===== src/rtl/gates_pkg.sv =====
// Shared types and helpers for the registered reduction-gate block.
// Latency: n/a (package only).
// Backpressure: n/a (package only).
//
// Contents:
//   GATES_WIDTH - default number of input bits reduced
//   RED_MAX_W   - widest vector the reduce() helper accepts
//   red_op_e    - base reduction selector (AND / OR / XOR)
//   reduce()    - reduction of the low 'width' bits of a zero-extended vector
package gates_pkg;

   localparam int GATES_WIDTH = 4;
   localparam int RED_MAX_W   = 64;

   typedef enum logic [1:0] {
      RED_AND = 2'd0,
      RED_OR  = 2'd1,
      RED_XOR = 2'd2
   } red_op_e;

   // Bits at or above 'width' are ignored, so the padding value of the
   // zero-extended vector never affects the result (AND would otherwise
   // see the padding zeros).
   function automatic logic reduce(input red_op_e                op,
                                   input logic [RED_MAX_W-1:0]   vec,
                                   input int                     width);
      logic r;
      r = (op == RED_AND);
      for (int i = 0; i < RED_MAX_W; i++) begin
         if (i < width) begin
            case (op)
               RED_AND: r = r & vec[i];
               RED_OR:  r = r | vec[i];
               RED_XOR: r = r ^ vec[i];
               default: r = 1'b0;
            endcase
         end
      end
      return r;
   endfunction

endpackage


===== src/rtl/gates_reduce.sv =====
// Purely combinational AND/OR/XOR reduction of one input vector.
// Latency: 0 cycles (combinational).
// Backpressure: none; output follows input continuously.
//
// Ports:
//   i_vec [WIDTH-1:0] - vector to reduce
//   o_and             - all bits 1
//   o_or              - any bit 1
//   o_xor             - odd number of ones
module gates_reduce
   import gates_pkg::*;
#(
   parameter int WIDTH = GATES_WIDTH
) (
   input  logic [WIDTH-1:0] i_vec,
   output logic             o_and,
   output logic             o_or,
   output logic             o_xor
);

   generate
      if (WIDTH <= RED_MAX_W) begin : g_fn
         logic [RED_MAX_W-1:0] w_vec_ext;

         assign w_vec_ext = RED_MAX_W'(i_vec);
         assign o_and     = reduce(RED_AND, w_vec_ext, WIDTH);
         assign o_or      = reduce(RED_OR,  w_vec_ext, WIDTH);
         assign o_xor     = reduce(RED_XOR, w_vec_ext, WIDTH);
      end else begin : g_op
         // Wider than the helper handles: plain reduction operators.
         assign o_and = &i_vec;
         assign o_or  = |i_vec;
         assign o_xor = ^i_vec;
      end
   endgenerate

endmodule


===== src/rtl/gates.sv =====
// Registered WIDTH-input reduction gates (AND/OR/XOR and complements).
// Latency: 2 cycles with REG_IN=1, 1 cycle with REG_IN=0.
// Backpressure: none; accepts a new vector every cycle, never stalls.
//
// Ports:
//   clk    - rising-edge clock
//   rst_n  - asynchronous active-low reset; clears input and output registers
//   a      - input vector, a[WIDTH-1] is the MSB
//   y      - AND reduction        y_nand - NAND reduction
//   y_or   - OR reduction         y_nor  - NOR reduction
//   y_xor  - XOR (odd parity)     y_xnor - XNOR (even parity)
module gates
   import gates_pkg::*;
#(
   parameter int WIDTH  = GATES_WIDTH,
   parameter bit REG_IN = 1'b1
) (
   input  logic             clk,
   input  logic             rst_n,
   input  logic [WIDTH-1:0] a,
   output logic             y,
   output logic             y_or,
   output logic             y_xor,
   output logic             y_nand,
   output logic             y_nor,
   output logic             y_xnor
);

   logic [WIDTH-1:0] w_sample;
   logic             w_and;
   logic             w_or;
   logic             w_xor;

   logic r_y;
   logic r_y_or;
   logic r_y_xor;
   logic r_y_nand;
   logic r_y_nor;
   logic r_y_xnor;

   generate
      if (REG_IN) begin : g_reg_in
         logic [WIDTH-1:0] r_a_q;

         always_ff @(posedge clk or negedge rst_n) begin
            if (!rst_n) begin
               r_a_q <= '0;
            end else begin
               r_a_q <= a;
            end
         end

         assign w_sample = r_a_q;
      end else begin : g_no_reg_in
         assign w_sample = a;
      end
   endgenerate

   gates_reduce #(
      .WIDTH (WIDTH)
   ) u_reduce (
      .i_vec (w_sample),
      .o_and (w_and),
      .o_or  (w_or),
      .o_xor (w_xor)
   );

   // Complements come from the same sample as the base reductions so the
   // six outputs are always mutually consistent. Reset value is 0 for all
   // six, including the complements, rather than the reduction of zero.
   always_ff @(posedge clk or negedge rst_n) begin
      if (!rst_n) begin
         r_y      <= 1'b0;
         r_y_or   <= 1'b0;
         r_y_xor  <= 1'b0;
         r_y_nand <= 1'b0;
         r_y_nor  <= 1'b0;
         r_y_xnor <= 1'b0;
      end else begin
         r_y      <= w_and;
         r_y_or   <= w_or;
         r_y_xor  <= w_xor;
         r_y_nand <= ~w_and;
         r_y_nor  <= ~w_or;
         r_y_xnor <= ~w_xor;
      end
   end

   assign y      = r_y;
   assign y_or   = r_y_or;
   assign y_xor  = r_y_xor;
   assign y_nand = r_y_nand;
   assign y_nor  = r_y_nor;
   assign y_xnor = r_y_xnor;

endmodule


===== config.mk =====
export PLATFORM = sky130hd
export DESIGN_NAME = gates
export DESIGN_NICKNAME = d
export VERILOG_FILES = /design/src/rtl/gates_pkg.sv /design/src/rtl/gates_reduce.sv /design/src/rtl/gates.sv
export SDC_FILE = /design/constraint.sdc
export NUM_CORES = 1
export LEC_CHECK = 0
export ABC_CLOCK_PERIOD_IN_PS = 3140
export BUFFER_PORTS_ARGS = -buffer_cell sky130_fd_sc_hd__buf_2
export CORE_AREA = 2 2 39 41
export CTS_BUF_LIST = sky130_fd_sc_hd__clkbuf_8
export DETAILED_ROUTE_END_ITERATION = 7
export DIE_AREA = 0 0 41 43
export PLACE_DENSITY = 0.54
export SYNTH_ARGS = -nofsm -noshare
export SYNTH_HDL_FRONTEND = slang
export SYNTH_HIERARCHICAL = 1
export SYNTH_SLANG_ARGS = --single-unit

===== constraint.sdc =====
create_clock -name clk -period 3.14 [get_ports clk]
set_input_delay 0.628 -clock clk [delete_from_list [all_inputs] [get_ports clk]]
set_output_delay 0.628 -clock clk [all_outputs]
set_load 0.01 [all_outputs]

### Yosys cells after proc, flatten, opt, wreduce, memory -nomap -nowiden

Cells that the tools add are included.

| cells by class | value |
|---|---|
| bitwise logic cells | 12 |

Operator list:

| operator | count |
|---|---|
| 1-bit bitwise AND | 3 |
| 1-bit NOT | 3 |
| 1-bit OR | 3 |
| 1-bit bitwise XOR | 3 |

| word-level totals | value |
|---|---|
| flip-flop bits (word level) | 10 |
| input bits | 6 |
| logic and storage cells | 19 |

### Depth between registers and ports, before layout

Gate-level depths: netlist of the first run.

| depth | value |
|---|---|
| depth in word-level cells | 4 |
| mapped depth | 4 |
| mapped depth without buffers | 4 |

### Cells and area by module

Netlist of the first run, hierarchy kept.

Modules (own cells, without submodules):

| module | instances | cells an instance | area an instance (µm²) | seq. area each (µm²) |
|---|---|---|---|---|
| gates | 1 | 13 | 261.5 | 250.2 |
| gates_reduce | 1 | 7 | 72.6 | 0.0 |

### Least setup slack after synthesis of the first run

Ideal clock, no wire load.

| path | value |
|---|---|
| path type | reg2reg |
| from | register g_reg_in.r_a_q[0] |
| to | register r_y_xnor (netlist: y_xnor) |
| library setup time | 0.116 ns |
| arrival time | 1.045 ns |
| required time | 3.024 ns |
| setup slack | 1.979 ns |
| stages on the path, launching flop included | 5 |
| period minus slack after synthesis | 1.161 ns |
| cell sequence | dfrtp_1 inv_1 ha_1 xor3_1 inv_1 |

| between the ends | value |
|---|---|
| longest elaborated chain between the ends | 4 |

RTL lines:

| element | line | text |
|---|---|---|
| from (decl) | gates.sv:43 | `logic [WIDTH-1:0] r_a_q;` |
| from (signal assigned) | gates.sv:47 | `r_a_q <= '0;` |
| from (signal assigned) | gates.sv:49 | `r_a_q <= a;` |
| 1-bit bitwise XOR (3 in series) | gates_pkg.sv:34 | `RED_XOR: r = r ^ vec[i];` |
| net w_xor | gates.sv:32 | `logic w_xor;` |
| 1-bit NOT | gates.sv:85 | `r_y_xnor <= ~w_xor;` |
| to (signal assigned) | gates.sv:85 |  |
| to (decl) | gates.sv:39 | `logic r_y_xnor;` |

The timed path passes the listed nets, and every way through them passes these cells.

### Worst setup path in the final report of the first run

| path | value |
|---|---|
| from | register r_y_xor (netlist: y_xor) |
| to | output port y_xor |

RTL lines:

| element | line | text |
|---|---|---|
| from (decl) | gates.sv:36 | `logic r_y_xor;` |
| from (signal assigned) | gates.sv:82 | `r_y_xor <= w_xor;` |
| to (decl) | gates.sv:23 | `output logic y_xor,` |

No word-level cell between the ends.

==> out/summary.md, run 1 <==
The maximum ir drop on the vdd rail was 0.258 mV; the share of the synthesized area in compound gates (AO/OA/AOI/OAI) was 0%. For the detailed placer's ending HPWL, the log shows 368 um. Once layout is complete, the cells apart from fillers number 51. The part of the power in registers came out at 43.6%. The tools report the net total in the final layout as 44.

The most common cell after layout, fill and taps aside was buf_2. The tools report the endpoint type of the worst setup path as a primary output. Of the available clock period, the critical path in the final layout requires 43.3%. For the gate count of the mapped netlist, the log shows 20. The run gives 0 as the final-report hold violation count. Headroom to the max-slew limit came out at 86.1%. The length of the first detailed-routing pass in iterations came out at 2.

The worst setup path is of the reg2out kind. Post-CTS timing repair inserted 0 buffers for setup. The class of the tightest hold or removal check is in2async. The clock network accounts for 48.9% of the total power. In this run, post-CTS hold repair placed 0 buffers.

Synthesis produced a netlist with a net count of 28. The area added between synthesis and finish works out to 39.0%. The worst setup path is launched from a flop. The run gives 1780 ps as the worst path setup slack after routing. Cells with a size suffix above 1 make up 45.7% of the layout.

The count of boundary I/O pins is 12, and the core area is 1380 um2. Derived from the worst setup path, the maximum achievable clock frequency is 735 MHz. The count of final max-slew check failures is 0, and the reg-to-reg setup timing slack is 1930 ps. The run gives 11 as the pin count of the biggest net entering global routing. The detailed router finished its first iteration with 2 violations. The signal on the critical path passes through buf_2. On the critical path, the stage with the largest delay is an instance of dfrtp_1. The first-pass GRT wire length was 779 um.

The synthesized netlist devotes 7.49% of its cell area to adder and majority cells. Final-layout fill cell count: 139. The post-synth design cell area came out at 334 um2. Combinational share of power: 7.5%. The flow ran to the end, and the final reports show no timing, DRC or antenna violations. The global placement routability congestion was 0.636; the power per cell area was 702 nW/um2.

The largest stage delay on the critical path is 360 ps, and the die area is 1760 um2. Tracing the worst setup path back leads to its startpoint at y_xor. Multiplexer cells account for 0% of the synthesized area. TritonCTS built the clock tree. On the final layout, the worst clock skew is 2.62 ps. Yosys printed 6 warnings. The tools report the data arrival time of the critical path as 730 ps.

The library cell occupying the most area in the post-synthesis netlist was dfrtp_1. The height of the die is 43 um, and the post-route antenna net violation count is 0. The number of antenna cells inserted was 0. The number of cells upsized or downsized after cts was 0. In the routed layout, each cell is associated on average with a via count of 3.80.

The die outline width was 41 um; the final setup violation count was 0. The internal portion of the total power is 0.000261 W. The aggregate global-route resource usage was 7.66%; the reported max-cap violation count was 0. The number of input and output port buffers inserted is 11. Synthesis inferred 10 register bits. For the pin with the worst max-slew slack, the measured transition is 209 ps. The switching power summed over all nets came out at 0.0000645 W.

Number of library cell types mapped by synthesis: 6. The deepest level of the CTS H-tree is 1, and the clock net sink count is 10. Combinational family with the most area after synthesis: adder cells.

By area the synthesized netlist is led by dfrtp_1 (75%), ha_1 (7.5%), xor3_1 (7.1%), inv_1 (5.6%), or3b_1 (2.6%). The run gives 2 as the maximum root-to-sink buffer count. Of the total synthesized cell area, the portion taken by XOR and XNOR cells is 7.12%.

For this configuration, the core starts out at a cell density of 24.1%. At the placement stage, the worst setup path has a slack of 1930 ps. In this run, CTS created clock tree buffers numbering 3.

In this run, placement finished with an instance count of 47. The startpoint of the lowest-slack register-to-register path is g_reg_in.r_a_q[0]. Detailed routing inserted a total of 194 vias.

The minimum clock period after layout came out at 1360 ps. Dividing the detail-routed wire length by the instance count gives 9.12 um. Number of antenna violations at the first check in global routing: 0. The synthesized netlist devotes 4.87% of its cell area to simple gates. For the core occupancy in the finished layout, the log shows 33.5%. Leaving out fill and tap cells, the most frequent cells in the layout are buf_2 (11), dfrtp_1 (10), inv_1 (5), clkbuf_8 (4), ha_1 (2). Static leakage power: 0.252 nW. The buffering stage count on the worst path with inverters included is 1, and the source-to-sink clock delay at the later pin of the worst-skew pair is 230 ps. In this run the clock root is driven by a clkbuf_8. The routed design has 465 um of wire. The run gives 14 as the number of rows in the core area. After synthesis, the largest area contributor takes up 74.9% of total cell area.

For this run, design rule violations remaining after detail routing come to 0. The run gives 210 as the via count of the first global-routing pass. At the worst endpoint, the required time is 2510 ps. Setup repair after global routing left no endpoint under its margin.

For the sum of negative setup slack, the log shows 0 ps. The share of the Yosys chip area taken by registers is 74.9%. Grouping stages by cell kind, the critical path spends the most delay in flip-flops. In this run switching power makes up 19.8% of total power. The average cell area after synthesis works out to 16.7 um2. After clock tree synthesis, the clock-pin slew on the worst setup and hold paths is 50 ps. Maximum fanout count along the critical path: 1. The overflow left after global routing is 0.
[synthesized netlist by cell type, drive strengths merged]
| cell | count |
|---|---|
| inv | 5 |
| and3 | 1 |
| dfrtp | 10 |
| xor3 | 1 |
| or3b | 1 |
| ha | 2 |
[flip-flops by register name (all words and copies together), names as in the netlist]
register,count
g_reg_in.r_a_q,4
y_nor,1
y,1
y_or,1
y_nand,1
y_xor,1
y_xnor,1
[path summary, 6_finish.rpt]
path                       depth (start not counted)                 to
setup / recovery                                   1              y_xor
hold / removal                                     1              y_nor
setup reg to reg                                   4             y_xnor
hold reg to reg                                    1               y_or
max in group asynchronous                          1  g_reg_in.r_a_q[1]
min in group clk                                   1  g_reg_in.r_a_q[2]
[through the flow]
stage / instance area [um2] / power (W) / hold WS (ps)
final: 464 / 0.000326 / 237
after CTS: 464 / 0.000332 / 237
after detailed placement: 409 / 0.000169 / 492
after floorplan: 334 / 0.000156 / 332
after global routing: 464 / 0.000345 / 247
after global placement: 409 / 0.000168 / 486
[cell families (layout without fill, tap and decap cells)]
group | after synthesis | count (layout)
xor gates and xnor gates | 1 | 1
adders and majority gates | 2 | 2
buffers and inverters | 5 | 20
DFF | 10 | 10
and+or+nand+nor | 2 | 2
[cell type report]
cell class              instances  area [um2]  area share (%)
repair buffers                 11        55.1            11.9
well taps                      16        20.0            4.31
clock buffers                   4        55.1            11.9
inverters                       5        18.8            4.04
flip-flops and latches         10         250            53.9
multi-input cells               5        65.1            14.0
[power by group through the flow]
| stage | Clock (W) | Sequential [W] | Combinational (W) |
|---|---|---|---|
| after floorplan | 0 | 0.000147 | 0.00000853 |
| after global placement | 0 | 0.000143 | 0.0000247 |
| after detailed placement | 0 | 0.000144 | 0.0000251 |
| after CTS | 0.000165 | 0.000142 | 0.0000251 |
| after global routing | 0.000175 | 0.000143 | 0.0000280 |
| final | 0.000159 | 0.000142 | 0.0000245 |
[worst reg2reg max path, cell delays in order (launching register included)]
cell and delay (ps):
dfrtp_1 350, inv_1 50, ha_1 280, xor3_1 390, inv_1 40
[metal layers]
metal	vias up	GRT usage (%)	share of wire [%]
met2	12	10.6	51
met3	0	3.14	11
li1	89	-	-
met1	93	6.80	38
met4	0	10.0	0
met5	-	0	0
(Power assumes the default switching activity.)
==> run 2, diff against run 1 <==
--- a/config.mk
+++ b/config.mk
@@ -5,13 +5,13 @@
 export SDC_FILE = /design/constraint.sdc
 export NUM_CORES = 1
 export LEC_CHECK = 0
-export ABC_CLOCK_PERIOD_IN_PS = 3140
+export ABC_CLOCK_PERIOD_IN_PS = 1170
 export BUFFER_PORTS_ARGS = -buffer_cell sky130_fd_sc_hd__buf_2
 export CORE_AREA = 2 2 39 41
 export CTS_BUF_LIST = sky130_fd_sc_hd__clkbuf_8
 export DETAILED_ROUTE_END_ITERATION = 7
 export DIE_AREA = 0 0 41 43
-export PLACE_DENSITY = 0.54
+export PLACE_DENSITY = 0.56
 export SYNTH_ARGS = -nofsm -noshare
 export SYNTH_HDL_FRONTEND = slang
 export SYNTH_HIERARCHICAL = 1
==> constraint.sdc (replaced) <==
create_clock -name clk -period 1.17 [get_ports clk]
set_input_delay 0.234 -clock clk [delete_from_list [all_inputs] [get_ports clk]]
set_output_delay 0.234 -clock clk [all_outputs]
set_load 0.01 [all_outputs]
==> run 2 against run 1 <==
  * Sequential share of layout area down 1.1 points
  * Utilization is 0.72 points higher
  * First-iteration DRC count is the same
  * Worst setup slack got worse by 1700 ps
  * Via count up 3.1%
  * Critical path type is now reg2reg
==> out/summary.md, run 2 (synthesis results as in run 1) <==
The maximum root-to-sink buffer count was 2 (unchanged); the number of antenna cells inserted was 0 (unchanged). The number of input and output port buffers inserted was 11 (unchanged). The top cell types in the final layout, fill and taps aside, are buf_2 (11), dfrtp_1 (10), inv_1 (5), clkbuf_8 (4), ha_1 (2). Post-layout instance area: 474 um2 (+2.2%). The length of the first detailed-routing pass in iterations was 2 (unchanged). The top register by number of flip-flops is g_reg_in.r_a_q. The logs give 1380 um2 (unchanged) for the core area and 1290 ps (-1220 ps) for the critical path required time. The wire length after detailed routing was 531 um (+14%); the clock-pin slew reported for the worst setup and hold paths after clock tree synthesis was 50 ps (about the same). The effective utilization at floorplan is 24.1% (unchanged), and the actual transition at the worst max-transition pin is 213 ps (+3.32 ps). The maximum ir drop on the vdd rail was 0.640 mV (+150%). The clock root buffer is clkbuf_8. The logs give 12 (unchanged) for the count of boundary I/O pins and 1180 ps (+450 ps) for the data arrival time of the critical path. TritonCTS built the clock tree. The run gives 0 (unchanged) as the remaining design rule violation count. The global placement routability congestion was 0.654 (+2.8%); the ratio of cells with drive above 1 in the final layout was 44.4% (-1.3 points). The run gives 0 (unchanged) as the post-route antenna net violation count. The maximum fanout count along the critical path was 2 (+1); the area added between synthesis and finish was 41.9%. The worst setup path is launched from a flop.

Clock network fraction of total power: 48.4% (-0.5 points). The part of the power in registers was 43.9% (+0.3 points). Leaving out fill and tap cells, the most frequent cell in the layout is buf_2. The number of antenna violations at the first check in global routing came out at 0 (unchanged). STA classifies the critical path endpoint as a flop.

The via count came out at 200 (+3.1%). The overflow left after global routing is 0 (unchanged). The logs give 85.8% (-0.22 points) for the headroom to the max-slew limit and 146 (+5.0%) for the final-layout fill cell count. Routed length per instance: 10.2 um (+12%). The logs give 2 (unchanged) for the number of violations reported at the end of detailed-routing iteration 0 and 11 (unchanged) for the pin count of the biggest net entering global routing. The static leakage power is 0.256 nW (+1.7%), and the switching power summed over all nets is 0.000170 W (+160%). The source-to-sink clock delay at the later pin of the worst-skew pair was 230 ps (about the same); the total power consumption of the routed design was 0.000871 W (+170%). Aggregate global-route resource usage: 8.27% (+0.60 points). The number of cells upsized or downsized after cts is 0 (unchanged). The worst path uses 90.3% of the clock period. The detailed placer's ending HPWL was 396 um (+7.6%); the via count of the first global-routing pass was 225 (+7.1%). The die area is 1760 um2 (unchanged). The net total in the final layout was 45 (+2.3%).

The logs give 3 (unchanged) for the total CTS buffers and 7.8% (+0.3 points) for the combinational share of power. In this run the worst hold path is classified as in2reg. The final-report hold violation count was 0 (unchanged); the count of final max-slew check failures was 0 (unchanged).

The run gives 0 (unchanged) as the reported max-cap violation count. Timing would allow up to 946 MHz. The final setup violation count was 0 (unchanged); the first-pass GRT wire length was 869 um (+12%). The run gives 1 (unchanged) as the deepest level of the CTS H-tree. Die outline width: 41 um (unchanged). The classification of the worst setup path was reg2reg. For the clock net sink count, the log shows 10 (unchanged). The ratio of routed vias to standard cells works out to 3.85 (+1.1%).

The power per cell area was 1840 nW/um2 (+160%). The area after detailed placement came out at 409 um2 (unchanged). The flip-flop count of the largest register after layout came out at 4 (unchanged). The height of the die works out to 43 um (unchanged). The clock skew is 0.562 ps (-2.06 ps), and the minimum clock period after layout is 1060 ps. The internal power consumption is 0.000702 W (+170%), and the fraction of power spent switching nets is 19.5% (-0.32 points).

The buffer count from post-CTS setup fixing came out at 0 (unchanged). The flow ran to the end, and the final reports show no timing, DRC or antenna violations. The number of rows in the core area is 14 (unchanged).

Setup repair after global routing left no endpoint under its margin.
## run 2: cell count changes in the layout (fill, tap and decap cells not counted)
| cell | before | now |
|---|---|---|
| dlygate4sd3_1 | 0 | 1 |
## run 2: through the flow
stage | cells | TNS [ps] | hold WS, ps | setup slack [ps] | utilization [%]
after floorplan | 20 | 0 | -61.6 | 8.85 | -
after global placement | 47 | -30.4 | 89.2 | -21.7 | 29.6
after detailed placement | 47 | -165 | 101 | -87.7 | 29.6
after CTS | 52 | 0 | 98.9 | 87.7 | 34.3
after global routing | 52 | 0 | 97.1 | 37.7 | 34.3
final | 52 | 0 | 107 | 113 | 34.3
## run 2: layout make-up
class / count / area (um2) / share of cell area (%)
Clock buffer: 4 / 55.1 / 11.6
Inverter: 5 / 18.8 / 3.96
Multi-Input combinational cell: 5 / 65.1 / 13.7
Sequential cell: 10 / 250 / 52.8
Tap cell: 16 / 20.0 / 4.22
Timing Repair Buffer: 12 / 65.1 / 13.7
## run 2: critical path, stage by stage, from the launching register on
cell and delay (ps):
dfrtp_1 350, inv_1 50, ha_1 280, xor3_1 220
inv_1 50
## run 2: worst paths after layout
check	from	to	slack, ps	cells past startpoint
worst max register to register	g_reg_in.r_a_q[1]	y_xnor	110	4
min in group asynchronous	rst_n	y_nor	390	2
worst max-delay path	g_reg_in.r_a_q[1]	y_xnor	110	4
worst min register to register	g_reg_in.r_a_q[2]	y_or	530	1
max in group asynchronous	rst_n	y_xnor	600	2
worst min-delay path	a[3]	g_reg_in.r_a_q[3]	110	1
## run 2: power groups by stage
stage / Sequential [W] / Clock [W] / Combinational [W]
finish: 0.000382 / 0.000421 / 0.0000677
detailed placement: 0.000386 / 0 / 0.0000699
global route: 0.000384 / 0.000457 / 0.0000774
global placement: 0.000385 / 0 / 0.0000654
CTS: 0.000382 / 0.000441 / 0.0000703
floorplan: 0.000395 / 0 / 0.0000229
## run 2: timing repair
item | CTS | global route
hold buffers | 1 | 0
endpoints found under the setup margin | 2 | 0
endpoints found under the hold margin | 10 | 0
## run 2: routing by layer
metal  up-vias  track usage, %  share of wire (%)
li1         91               -                  -
met3         0            3.14                 12
met4         0            10.0                  0
met1        97            7.12                 38
met5         -               0                  0
met2        12            12.2                 50
==> run 3, diff against run 2 <==
--- a/config.mk
+++ b/config.mk
@@ -5,6 +5,7 @@
 export SDC_FILE = /design/constraint.sdc
 export NUM_CORES = 1
 export LEC_CHECK = 0
+export ABC_AREA = 1
 export ABC_CLOCK_PERIOD_IN_PS = 1170
 export BUFFER_PORTS_ARGS = -buffer_cell sky130_fd_sc_hd__buf_2
 export CORE_AREA = 2 2 39 41
==> run 3 against run 2 <==
  * Routed wire length down 14%
  * Sequential share of layout area down 0.69 points
  * Total power down 11%
  * Critical endpoint unchanged
==> out/summary.md, run 3 <==
The run finished with clean final reports. The total CTS buffers is 3 (unchanged), and the maximum fanout count along the critical path is 2 (unchanged). The gate count of the mapped netlist was 29 (+45%).

The clock skew was 2.00 ps (+1.44 ps). The largest total area in the synthesized netlist belongs to dfrtp_1. The global placement routability congestion was 0.701 (+7.2%). For the reported max-cap violation count, the log shows 0 (unchanged).

The clock net sink count was 10 (unchanged). The tools report the static leakage power as 0.261 nW (+2.0%). The share of the synthesized area in compound gates (AO/OA/AOI/OAI) came out at 0% (unchanged). By startpoint and endpoint, the worst setup path is classified as reg2reg.

Detailed placer's ending HPWL: 327 um (-17%). Among all flip-flop cells after synthesis, the most frequent one is dfrtp_1. Reg-to-reg setup timing slack: 80 ps (-30 ps). The final-report hold violation count came out at 0 (unchanged).

The commonest cells after synthesis are dfrtp_1 (10), inv_1 (7), nand2_1 (6). The share of the synthesized area in the top cell type was 73.3% (-1.6 points). The number of nets in the synthesized netlist is 37 (+32%). The via count was 215 (+7.5%). The root buffer cell chosen for the clock tree is clkbuf_8. Number of input and output port buffers inserted: 11 (unchanged). The tools report the area after detailed placement as 417 um2 (+1.8%).

The tools report the first-pass GRT wire length as 690 um (-21%). Worst path setup slack after routing: 79.7 ps (-33.2 ps). The post-synth design cell area was 342 um2 (+2.2%); the actual transition at the worst max-transition pin was 215 ps (+2.56 ps). The number of antenna cells inserted is 0 (unchanged), and the effective utilization at floorplan is 24.7% (+0.54 points). Leaving out fill and tap cells, the most frequent cell in the layout is buf_2.

Number of enable-type register cells in the synthesized netlist: 0 (unchanged). The area added between synthesis and finish is 40.7%, and the minimum clock period after layout is 1090 ps (+33.2 ps). For the aggregate global-route resource usage, the log shows 6.70% (-1.6 points). The via count of the first global-routing pass was 187 (-17%); the power per cell area was 1610 nW/um2 (-12%).

The flip-flop and latch count after synthesis was 10 (unchanged); the proportion of register bits with asynchronous set or reset after synthesis was 100% (unchanged). The wire length after detailed routing is 459 um (-14%), and the number of violations reported at the end of detailed-routing iteration 0 is 2 (unchanged). TritonCTS built the clock tree. The length of the first detailed-routing pass in iterations came out at 2 (unchanged).

The routed length per instance was 7.65 um (-25%); the share of synthesized area occupied by flip-flops and latches was 73.3% (-1.6 points). The overflow left after global routing came out at 0 (unchanged). For the number of rows in the core area, the log shows 14 (unchanged). The core area was 1380 um2 (unchanged). The tools report the sum of negative setup slack as 0 ps (unchanged). For the count of boundary I/O pins, the log shows 12 (unchanged).

The logs give 85.7% (-0.17 points) for the headroom to the max-slew limit and 0.427 mV (-33%) for the maximum ir drop on the vdd rail. The final-layout fill cell count is 143 (-2.1%), and the final worst-path cycle share is 93.2% (+2.8 points). Cell with the largest stage delay on the worst path: dfrtp_1. The top cell types in the final layout, fill and taps aside, are buf_2 (11), dfrtp_1 (10), inv_1 (6), nand2_1 (6), clkbuf_8 (3). Die outline width: 41 um (unchanged). After synthesis, the cell types taking the most area are dfrtp_1 (73%), inv_1 (7.7%), ha_1 (7.3%), nand2_1 (6.6%), nand3_1 (2.9%). Worst setup slack before clock tree synthesis: 49.9 ps (+138 ps).

For the worst hold slack, the log shows 110 ps (+2.82 ps). The endpoint type of the worst setup path is a flop. The register with the most flip-flops in the final layout is g_reg_in.r_a_q. The synthesis warning total is 6 (unchanged), and the count of final max-slew check failures is 0 (unchanged). The largest stage delay on the critical path works out to 370 ps (+20 ps). The ratio of routed vias to standard cells is 3.58 (-6.8%).

The ratio of cells with drive above 1 in the final layout came out at 38.6% (-5.8 points). By instance count, the leading cell after synthesis is dfrtp_1. The synthesized-area fraction occupied by xor and xnor cells is 0% (-7.1 points).

The tools report the number of library cell types mapped by synthesis as 7 (+1). The average cell area after synthesis is 11.8 um2 (-29%), and the simple-gate portion of the synthesized area is 10.6% (+5.8 points). The post-route antenna net violation count is 0 (unchanged), and the final setup violation count is 0 (unchanged).

The most repeated library cell on the critical path was nand2_1. The top achievable clock speed was 917 MHz (-3.0%); the flip-flop count of the largest register after layout was 4 (unchanged). The net total in the final layout came out at 54 (+20%). The die area was 1760 um2 (unchanged). The class of the tightest hold or removal check is in2reg. The logs give 1210 ps (+30 ps) for the data arrival time of the critical path and 34.7% (+0.45 points) for the core occupancy in the finished layout. Traced cell by cell, the critical path runs through inv_1 -> ha_4 -> inv_1 -> nand2_1 -> nand2_1 -> nand2_1 -> nand2_1 -> inv_1. The clock-pin slew reported for the worst setup and hold paths after clock tree synthesis was 40 ps (about the same). The pin count of the biggest net entering global routing was 11 (unchanged).

The height of the die was 43 um (unchanged); the number of antenna violations at the first check in global routing was 0 (unchanged). The post-synthesis share of cell area spent on full adders, half adders and majority gates is 7.33% (-0.16 points). The tools report the critical path launch point type as a flop.

The combinational family with the most area after synthesis was simple AND/OR/NAND/NOR gates. The deepest level of the CTS H-tree came out at 1 (unchanged). The share of cell area taken by muxes after synthesis came out at 0% (unchanged). The logs give 480 um2 (+1.3%) for the post-layout instance area and 230 ps (about the same) for the source-to-sink clock delay at the later pin of the worst-skew pair.

The tools report the maximum root-to-sink buffer count as 2 (unchanged). Critical path required time: 1290 ps (about the same). The run gives 0 (unchanged) as the remaining design rule violation count.
## run 3: area by class of cell
cell class,instances,area [um2],share of cell area [%]
well taps,16,20.0,4.17
multi-input cells,11,73.8,15.4
repair buffers,12,65.1,13.5
clock buffers,3,41.3,8.59
inverters,8,30.0,6.25
flip-flops and latches,10,250,52.1
## run 3: kinds of logic (layout without fill, tap and decap cells)
| family | Yosys count | count (layout) |
|---|---|---|
| adders and majority gates | 2 | 2 |
| DFF | 10 | 10 |
| and+or+nand+nor | 9 | 9 |
| buffers and inverters | 8 | 23 |
## run 3: stage by stage
| step | std cells | power [W] |
|---|---|---|
| 6_report | 60 | 0.000773 |
| 3_5_place_dp | 56 | 0.000436 |
| 4_1_cts | 60 | 0.000785 |
| 2_1_floorplan | 29 | 0.000406 |
| 3_3_place_gp | 56 | 0.000433 |
| 5_1_grt | 60 | 0.000823 |
## run 3: path summary, 6_finish.rpt
check / start / endpoint / cells after the start
worst max-delay path: g_reg_in.r_a_q[1] / y_xnor / 8
worst min-delay path: a[0] / g_reg_in.r_a_q[0] / 1
min in group asynchronous: rst_n / y_or / 2
max in group asynchronous: rst_n / g_reg_in.r_a_q[2] / 2
worst max register to register: g_reg_in.r_a_q[1] / y_xnor / 8
worst min register to register: g_reg_in.r_a_q[2] / y_or / 2
## run 3: layer usage
metal | track usage (%) | part of all wire, % | vias to the layer above
li1 | - | - | 113
met1 | 7.00 | 42 | 90
met2 | 8.44 | 46 | 12
met3 | 3.14 | 12 | 0
met4 | 8.00 | 0 | 0
met5 | 0 | 0 | -
## run 3: critical path: cells and delay by family (launching register included)
family / cells / cell delay, ps
DFF: 1 / 370
and+or+nand+nor: 4 / 220
adders and majority gates: 1 / 210
buffers and inverters: 3 / 190
## run 3: what timing repair did
action | in CTS | in global routing
hold buffers | 1 | 0
hold endpoints to repair | 10 | 0
setup endpoints to repair | 0 | 1
buffers inserted | 0 | 0
gates resized for setup | 0 | 2
## run 3: report_power, final
part           internal, W  total [W]  switching [W]  leakage (nW)
Combinational    0.0000288  0.0000647      0.0000359         0.124
Sequential        0.000366   0.000373     0.00000683         0.116
Clock             0.000223   0.000336       0.000112        0.0216
Total             0.000618   0.000773       0.000155         0.261
